`src/rtl/seg7_result_scan_if.sv`:
```
// Display-side bundle between the memory/IO result port and the
// seven-segment pins. The display block is the slave: it consumes
// result/freeze and drives the digit/segment pins.
interface seg7_result_scan_if;
  logic [15:0] result;
  logic        freeze;
  logic [3:0]  an;
  logic [6:0]  seg;
  logic        dp;

  // Producer / board side: supplies the value, observes the pins
  modport master (
    output result,
    output freeze,
    input  an,
    input  seg,
    input  dp
  );

  // Display block side
  modport slave (
    input  result,
    input  freeze,
    output an,
    output seg,
    output dp
  );
endinterface

```
`src/rtl/seg7_result_scan.sv`:
```
// Four-digit multiplexed hex display of the 16-bit result port with
// leading-zero blanking and a digit-0 decimal-point flash whenever the
// captured value changes. All pins are registered.
module seg7_result_scan #(
  parameter int SCAN_DIV       = 50000,
  parameter int FLASH_CYCLES   = 5000000,
  parameter int LZ_BLANK       = 1,
  parameter int SEG_ACTIVE_LOW = 1,
  parameter int AN_ACTIVE_LOW  = 1
) (
  input  logic               clk,
  input  logic               rst_n,
  seg7_result_scan_if.slave  bus
);

  localparam int DIV_W   = (SCAN_DIV > 1) ? $clog2(SCAN_DIV) : 1;
  localparam int FLASH_W = (FLASH_CYCLES > 0) ? $clog2(FLASH_CYCLES + 1) : 1;

  localparam logic [DIV_W-1:0]   DIV_LAST   = DIV_W'(SCAN_DIV - 1);
  localparam logic [FLASH_W-1:0] FLASH_LOAD = FLASH_W'(FLASH_CYCLES);

  // Inactive pin levels depend on the board polarity
  localparam logic [3:0] AN_OFF  = (AN_ACTIVE_LOW != 0)  ? 4'b1111 : 4'b0000;
  localparam logic [6:0] SEG_OFF = (SEG_ACTIVE_LOW != 0) ? 7'b1111111 : 7'b0000000;
  localparam logic       DP_OFF  = (SEG_ACTIVE_LOW != 0);

  logic [15:0]        r_shown_val;
  logic [DIV_W-1:0]   r_div_cnt;
  logic [1:0]         r_digit_idx;
  logic [FLASH_W-1:0] r_flash_cnt;
  logic [3:0]         r_an;
  logic [6:0]         r_seg;
  logic               r_dp;

  logic       w_change;
  logic [3:0] w_blank;
  logic [3:0] w_an_onehot;
  logic [3:0] w_nibble;
  logic [6:0] w_seg_on;
  logic       w_dp_on;

  // A change is only seen when the new value will actually be captured
  assign w_change = !bus.freeze && (bus.result != r_shown_val);

  // Capture the producer's value unless frozen
  always_ff @(posedge clk or negedge rst_n) begin
    if (!rst_n) begin
      r_shown_val <= 16'h0000;
    end else if (!bus.freeze) begin
      r_shown_val <= bus.result;
    end
  end

  // Dwell counter and digit selector, rotating 0,1,2,3,0
  always_ff @(posedge clk or negedge rst_n) begin
    if (!rst_n) begin
      r_div_cnt   <= '0;
      r_digit_idx <= 2'd0;
    end else if (r_div_cnt == DIV_LAST) begin
      r_div_cnt   <= '0;
      r_digit_idx <= r_digit_idx + 2'd1;
    end else begin
      r_div_cnt   <= r_div_cnt + 1'b1;
    end
  end

  // Flash timer: reload on every change, otherwise count down to zero
  always_ff @(posedge clk or negedge rst_n) begin
    if (!rst_n) begin
      r_flash_cnt <= '0;
    end else if (w_change) begin
      r_flash_cnt <= FLASH_LOAD;
    end else if (r_flash_cnt != '0) begin
      r_flash_cnt <= r_flash_cnt - 1'b1;
    end
  end

  // Digit k is blank when it and every digit to its left are zero;
  // the rightmost digit always shows so a zero value reads "0".
  assign w_blank[0] = 1'b0;
  generate
    for (genvar gi = 1; gi < 4; gi++) begin : g_blank
      assign w_blank[gi] = (LZ_BLANK != 0) && (r_shown_val[15:4*gi] == '0);
    end
  endgenerate

  // One-hot enable for the selected digit, suppressed when blanked
  generate
    for (genvar gi = 0; gi < 4; gi++) begin : g_an
      assign w_an_onehot[gi] = (r_digit_idx == 2'(gi)) && !w_blank[gi];
    end
  endgenerate

  assign w_nibble = r_shown_val[{r_digit_idx, 2'b00} +: 4];
  assign w_dp_on  = (r_digit_idx == 2'd0) && (r_flash_cnt != '0);

  // Hex to active-high segment pattern {g,f,e,d,c,b,a}
  always_comb begin
    w_seg_on = 7'h00;
    case (w_nibble)
      4'h0: w_seg_on = 7'h3F;
      4'h1: w_seg_on = 7'h06;
      4'h2: w_seg_on = 7'h5B;
      4'h3: w_seg_on = 7'h4F;
      4'h4: w_seg_on = 7'h66;
      4'h5: w_seg_on = 7'h6D;
      4'h6: w_seg_on = 7'h7D;
      4'h7: w_seg_on = 7'h07;
      4'h8: w_seg_on = 7'h7F;
      4'h9: w_seg_on = 7'h6F;
      4'hA: w_seg_on = 7'h77;
      4'hB: w_seg_on = 7'h7C;
      4'hC: w_seg_on = 7'h39;
      4'hD: w_seg_on = 7'h5E;
      4'hE: w_seg_on = 7'h79;
      4'hF: w_seg_on = 7'h71;
      default: w_seg_on = 7'h00;
    endcase
  end

  // Register the pins from this cycle's digit, value and flash state
  always_ff @(posedge clk or negedge rst_n) begin
    if (!rst_n) begin
      r_an  <= AN_OFF;
      r_seg <= SEG_OFF;
      r_dp  <= DP_OFF;
    end else begin
      r_an <= (AN_ACTIVE_LOW != 0) ? ~w_an_onehot : w_an_onehot;
      if (w_blank[r_digit_idx]) begin
        r_seg <= SEG_OFF;
        r_dp  <= DP_OFF;
      end else begin
        r_seg <= (SEG_ACTIVE_LOW != 0) ? ~w_seg_on : w_seg_on;
        r_dp  <= (SEG_ACTIVE_LOW != 0) ? ~w_dp_on : w_dp_on;
      end
    end
  end

  assign bus.an  = r_an;
  assign bus.seg = r_seg;
  assign bus.dp  = r_dp;

endmodule

```
`src/flat_wrapper.sv`:
```
// flat-port wrapper written by rule: the top's interface ports become plain ports
module seg7_result_scan_flat 
#(
  parameter int SCAN_DIV       = 50000,
  parameter int FLASH_CYCLES   = 5000000,
  parameter int LZ_BLANK       = 1,
  parameter int SEG_ACTIVE_LOW = 1,
  parameter int AN_ACTIVE_LOW  = 1
)
  (clk, rst_n, bus_result, bus_freeze, bus_an, bus_seg, bus_dp);
  seg7_result_scan_if bus_i ();
  input  logic clk;
  input  logic rst_n;
  input wire logic [$bits(bus_i.result)-1:0] bus_result;
  input wire logic [$bits(bus_i.freeze)-1:0] bus_freeze;
  output wire logic [$bits(bus_i.an)-1:0] bus_an;
  output wire logic [$bits(bus_i.seg)-1:0] bus_seg;
  output wire logic [$bits(bus_i.dp)-1:0] bus_dp;
  assign bus_i.result = bus_result;
  assign bus_i.freeze = bus_freeze;
  assign bus_an = bus_i.an;
  assign bus_seg = bus_i.seg;
  assign bus_dp = bus_i.dp;
  seg7_result_scan #(.SCAN_DIV(SCAN_DIV), .FLASH_CYCLES(FLASH_CYCLES), .LZ_BLANK(LZ_BLANK), .SEG_ACTIVE_LOW(SEG_ACTIVE_LOW), .AN_ACTIVE_LOW(AN_ACTIVE_LOW)) u_core (.clk(clk), .rst_n(rst_n), .bus(bus_i));
endmodule
```
`config.mk`:
```
export PLATFORM = sky130hd
export DESIGN_NAME = seg7_result_scan_flat
export DESIGN_NICKNAME = d
export VERILOG_FILES = /design/src/rtl/seg7_result_scan_if.sv /design/src/rtl/seg7_result_scan.sv /design/src/flat_wrapper.sv
export SDC_FILE = /design/constraint.sdc
export NUM_CORES = 1
export LEC_CHECK = 0
export BUFFER_PORTS_ARGS = -buffer_cell sky130_fd_sc_hd__buf_2
export CAP_MARGIN = 20
export CELL_PAD_IN_SITES_DETAIL_PLACEMENT = 0
export CELL_PAD_IN_SITES_GLOBAL_PLACEMENT = 2
export CORE_MARGIN = 1
export CORE_UTILIZATION = 42
export CTS_CLUSTER_DIAMETER = 50
export CTS_CLUSTER_SIZE = 10
export DETAILED_ROUTE_END_ITERATION = 10
export MAX_ROUTING_LAYER = met4
export PLACE_DENSITY = 0.95
export SLEW_MARGIN = 15
export SYNTH_ARGS = -nofsm -noshare
export SYNTH_HDL_FRONTEND = slang
export SYNTH_SLANG_ARGS = --single-unit
```
`constraint.sdc`:
```
create_clock -name clk -period 3.8 [get_ports clk]
set_input_delay 0.38 -clock clk [delete_from_list [all_inputs] [get_ports clk]]
set_output_delay 0.38 -clock clk [all_outputs]
set_load 0.005 [all_outputs]
```
# [Yosys cells after proc, flatten, opt, wreduce, memory -nomap -nowiden]
# Memory sizes are Yosys's and may differ from the RTL's.
# Cells that the tools add are included.
[classes] add_sub_neg=3 mul=0 div=0 n_lt_le_gt_ge=1 eq_ne=5 shifts=1 muxes=7 bitwise_logic=3 reduce_logical=15
[ops] op="$mux 23" n=2
[ops] op="$reduce_bool 23->1" n=1
[ops] op="$sub 23x1->23 const B" n=1
[ops] op="$add 16x1->16 const B" n=1
[ops] op="$eq 16x16->1 const B" n=1
[ops] op="$mux 16" n=1
[ops] op="$ne 16x16->1" n=1
[ops] op="$shiftx 16x5->4" n=1
[ops] op="$logic_not 12->1" n=1
[ops] op="$logic_not 8->1" n=1
[ops] op="$mux 7" n=1
[ops] op="$not 7->7" n=1
[ops] op="$logic_and 1x1->1" n=5
[ops] op="$eq 2x2->1 const B" n=2
[ops] op="$logic_not 1->1" n=4
[ops] op="$logic_not 4->1" n=1
[ops] op="$not 4->4" n=1
[ops] op="$lt 2x3->1 const B" n=1
[ops] op="$add 2x1->2 const B" n=1
[ops] op="$bmux 1 s2" n=1
[ops] op="$eq 2x1->1 const B" n=1
[ops] op="$logic_not 2->1" n=1
[ops] op="$mux 1" n=2
[ops] op="$reduce_bool 2->1" n=1
[ops] op="$not 1->1" n=1
[totals] ff_bits=69 latchBits=0 ramBits=0 romBits=112 inputBits=19 elab_cells=43 mem_count=1
[mem_list] name="(no name shown)" depth=16 word_bits=7 rd=1 rd_ports_with_merged_regs=0 write_ports=0 line_no="seg7_result_scan.sv:100" text="case (w_nibble)"

# [Longest topological paths before layout]
[logic_depth] depth_word=4 depth_mapped=8 ltp_nobuf=7

# [Least setup slack after synthesis]
# OpenSTA, ideal clock, no wires.
[synth_timing] kind="flip-flop to flip-flop" from="register u_core.r_flash_cnt[0]" to="register u_core.r_flash_cnt[16]" setup_time_ns=0.132 arrival_time_ns=2.027 slack_ns=1.642 path_stages_with_launch=8 n_path_buf=0 synth_period_minus_slack_ns=2.158 cell_sequence="dfrtp_1 inv_1 ha_1 or3b_2 or4_1 o211ai_1 xor2_1 nor2_1"
[synth_between] elab_chain_cells=3 word_cells_on_any_way=5 classes_between="add/sub (1); mux (2); reduce/logical (2)"
[synth_rtl] item="from (decl)" line_no="seg7_result_scan.sv:30" text="logic [FLASH_W-1:0] r_flash_cnt;"
[synth_rtl] item="from (signal assigned)" line_no="seg7_result_scan.sv:74" text="r_flash_cnt <= r_flash_cnt - 1'b1;"
[synth_rtl] item="$sub 23x1->23" line_no="seg7_result_scan.sv:74"
[synth_rtl] item="$mux 23" line_no="seg7_result_scan.sv:73" text="end else if (r_flash_cnt != '0) begin"
[synth_rtl] item="$mux 23" line_no="seg7_result_scan.sv:71" text="end else if (w_change) begin"
# Parallel ways exist; a longest one is shown, timed or not. The select of a mux whose other input is x is not followed.
# A chain may end at the register's enable or synchronous reset.

# [Worst setup path after layout]
[layout_timing] from="register u_core.r_flash_cnt[0]" to="register u_core.r_flash_cnt[9]"
# The elaborated chain is that of the path after synthesis.

==> metrics.yaml <==
status: "complete, no violations"
synth_area_leaders: "dfrtp_1 (39%), dfstp_2 (8.7%), xor2_1 (6.8%)"
crit_chain: "inv_1 -> ha_1 -> or3b_2 -> nor4_2 -> nand2b_1 -> and3_1 -> o21bai_1"
setup_tns_ns: 0
cts_buffers: 9
fillers: 760
rows: 33
critPathCaptureType: "flip-flop"
synth_ff_type: "dfrtp_1"
grt_pass1_wl_um: 11920
seq_power_share_pct: 52.5
synth_top_area_share_pct: 39.38
htree_levels: 3
wirelength_um: 6906
async_reset_ff_share_pct: 100.0
path_clk_slew_ns: 0.07
finalCritPeriodShare_pct: 63.85
cellPowerDensity_mw_per_mm2: 387.6
hold_class: "input port to async pin"
io_buffers: 30
worst_pin_slew_ns: 0.8486
antenna_found_initial: 0
final_antenna_net_count: 0
dp_hpwl_um: 4947
combPwrFrac_pct: 12.7
cts_setup_buffers: 0
cts_hold_buf: 0
drc: 0
irDropWorstVdd_uv: 192.6
yosysTopAreaCell: "dfrtp_1"
switching_share_pct: 25.60
clock-sinks: 69
grt_max_degree: 37
crit_required_ns: 4.06
fmax_mhz: 412.1
io_pins: 31
via_per_inst: 5.343
avgRoutedWirePerCell_um: 14.45
drive_gt1_share_pct: 23.59
p_clk_share_pct: 34.8
diodes: 0
rsz0062_at_grt: "false"
synth_area_per_cell_um2: 10.78
coreArea_mm2: 0.008299
pre_cts_slack_ns: 1.399
synth-warning-count: 0
clockRootBuffer: "clkbuf_8"
synth_edf_count: 0
drv_slew: 0
die_h_um: 94.87
grt_pass1_vias: 2498
syn-num-nets: 367
fin_nets: 399
slew-limit-headroom_pct: 43.43
critical_path_class: "flip-flop to flip-flop"
area_growth_pct: 12.26
cts_tree: "yes"
start_util_pct: 43.65
dr.pass1.iters: 4
setup_ws_ns: 1.374
ys_seq_elements: 69
fin_skew_ns: 0.004951
synth_cell_types: 46
vias: 2554
arrival_ns: 2.69
die_area_mm2: 0.008999
clock_latency_ns: 0.34
syn_inst: 336
gp_congestion: 0.8246
cellInternalPower_mw: 1.173
power.leakage_nw: 1.689
cts_buffer_depth: 2
power_switching_mw: 0.4035
setup_viol: 0
first_iter_violations: 94
die_x_um: 94.87
grtUsageTotal_pct: 17.85
ctsResizeCount: 0
slowest_delay_ns: 0.51
cp-start-kind: "flip-flop"
cp_max_fo: 8
maxCapViolCount: 0
finalHoldViolations: 0
fin_crit_ns: 2.426
syn_area_mm2: 0.003622
synth_seq_area_share_pct: 48.08
grt_remaining_overflow: 0
cpMaxStageDelayCell: "or3b_2"
-- logic make-up after synthesis --
group | synth area share [%]
and+or+nand+nor | 18.89
DFF | 48.08
xor gates and xnor gates | 10.40
AOI/OAI and AO/OA | 6.633
muxes | 9.257
buffers and inverters | 2.590
adders and majority gates | 4.145
-- cells in the mapped netlist (all sizes together) (2+ instances only) --
| master | count |
|---|---|
| o211ai | 4 |
| nand2b | 9 |
| ha | 12 |
| inv | 12 |
| o31a | 2 |
| xnor2 | 15 |
| and3 | 3 |
| nor2 | 28 |
| xor2 | 28 |
| nand3b | 2 |
| mux2 | 18 |
| clkbuf | 8 |
| nand3 | 11 |
| mux2i | 2 |
| or3 | 8 |
| nand2 | 15 |
| o31ai | 3 |
| or4 | 4 |
| nor4 | 17 |
| mux4 | 5 |
| dfstp | 12 |
| nor3 | 12 |
| o21ai | 11 |
| dfrtp | 57 |
| o221ai | 2 |
| buf | 4 |
| a21oi | 10 |
| nor2b | 2 |
| nand4 | 8 |
-- path summary, 6_finish.rpt --
check | startpoint | end | slack, ns | depth (start not counted)
max | u_core.r_flash_cnt[0] | u_core.r_flash_cnt[9] | 1.37 | 7
min | rst_n | u_core.r_div_cnt[3] | 0.16 | 1
max reg2reg | u_core.r_flash_cnt[0] | u_core.r_flash_cnt[9] | 1.37 | 7
min reg2reg | u_core.r_div_cnt[0] | u_core.r_div_cnt[0] | 0.49 | 1
max in group asynchronous | rst_n | u_core.bus.seg[2] | 2.67 | 2
min in group clk | bus_result[11] | u_core.r_shown_val[11] | 0.30 | 2
-- sequential cells by signal, summed over array words and instances (netlist names) --
register,flops
u_core.bus.an,4
u_core.bus.dp,1
u_core.bus.seg,7
u_core.r_digit_idx,2
u_core.r_div_cnt,16
u_core.r_flash_cnt,23
u_core.r_shown_val,16
-- per-stage QoR --
stage               hold WS (ns)  util (%)  instances  area (um^2)  power [mW]
finish                    0.1575     49.00        478         4066       1.576
global route              0.1927     49.00        478         4066       1.666
CTS                       0.1733     49.00        478         4066       1.597
detailed placement        0.4852     46.81        462         3885       1.042
global placement          0.4787     46.81        462         3885       1.039
floorplan                0.08441         -        336         3622      0.9692
-- area by class of cell --
cell class	count	area [um^2]	share of cell area, %
Clock buffer	15	176.4	4.338
Clock inverter	1	5.005	0.1231
Inverter	12	45.04	1.108
Multi-Input combinational cell	243	1794	44.12
Sequential cell	69	1742	42.83
Tap cell	105	131.4	3.231
Timing Repair Buffer	33	172.7	4.246
-- power groups by stage --
stage / registers, mW / clock network (mW) / logic, mW
2_1_floorplan: 0.832 / 0 / 0.138
3_3_place_gp: 0.839 / 0 / 0.200
3_5_place_dp: 0.840 / 0 / 0.202
4_1_cts: 0.827 / 0.567 / 0.204
5_1_grt: 0.834 / 0.605 / 0.226
6_report: 0.827 / 0.549 / 0.200
-- critical path: cells and delay by family (launching register included) --
kind,cells,cell delay (ns)
buf+inv,1,0.07
compound gates,1,0.12
fa+ha+maj,1,0.18
simple gates,4,1.55
flops,1,0.42
-- routing by layer --
layer  track usage [%]  wire, um  share of wire, %  vias up
li1                  -         -                 -     1270
met1             24.11      3580                52     1248
met2             26.14      3067                44       30
met3             5.314       201               2.9        6
met4             4.545        57              0.83        0
met5                 -         0                 0        -
-- cell usage in the layout, fill, tap and decap left out, types with 3 or more instances in the layout --
cell	count
dfrtp_1	57
buf_2	30
xor2_1	28
nor2_1	28
mux2_2	18
nor4_1	16
nand2_1	15
xnor2_1	15
inv_1	12
nor3_1	12
ha_1	12
clkbuf_8	12
dfstp_2	12
nand3_1	11
a21oi_1	10
o21ai_0	9
nand2b_1	9
nand4_1	8
or3_1	7
mux4_2	5
o211ai_1	4
and3_1	3
or4_1	3
o31ai_1	3
clkbuf_1	3
buf_4	3
Power figures use the tool's default switching activity.
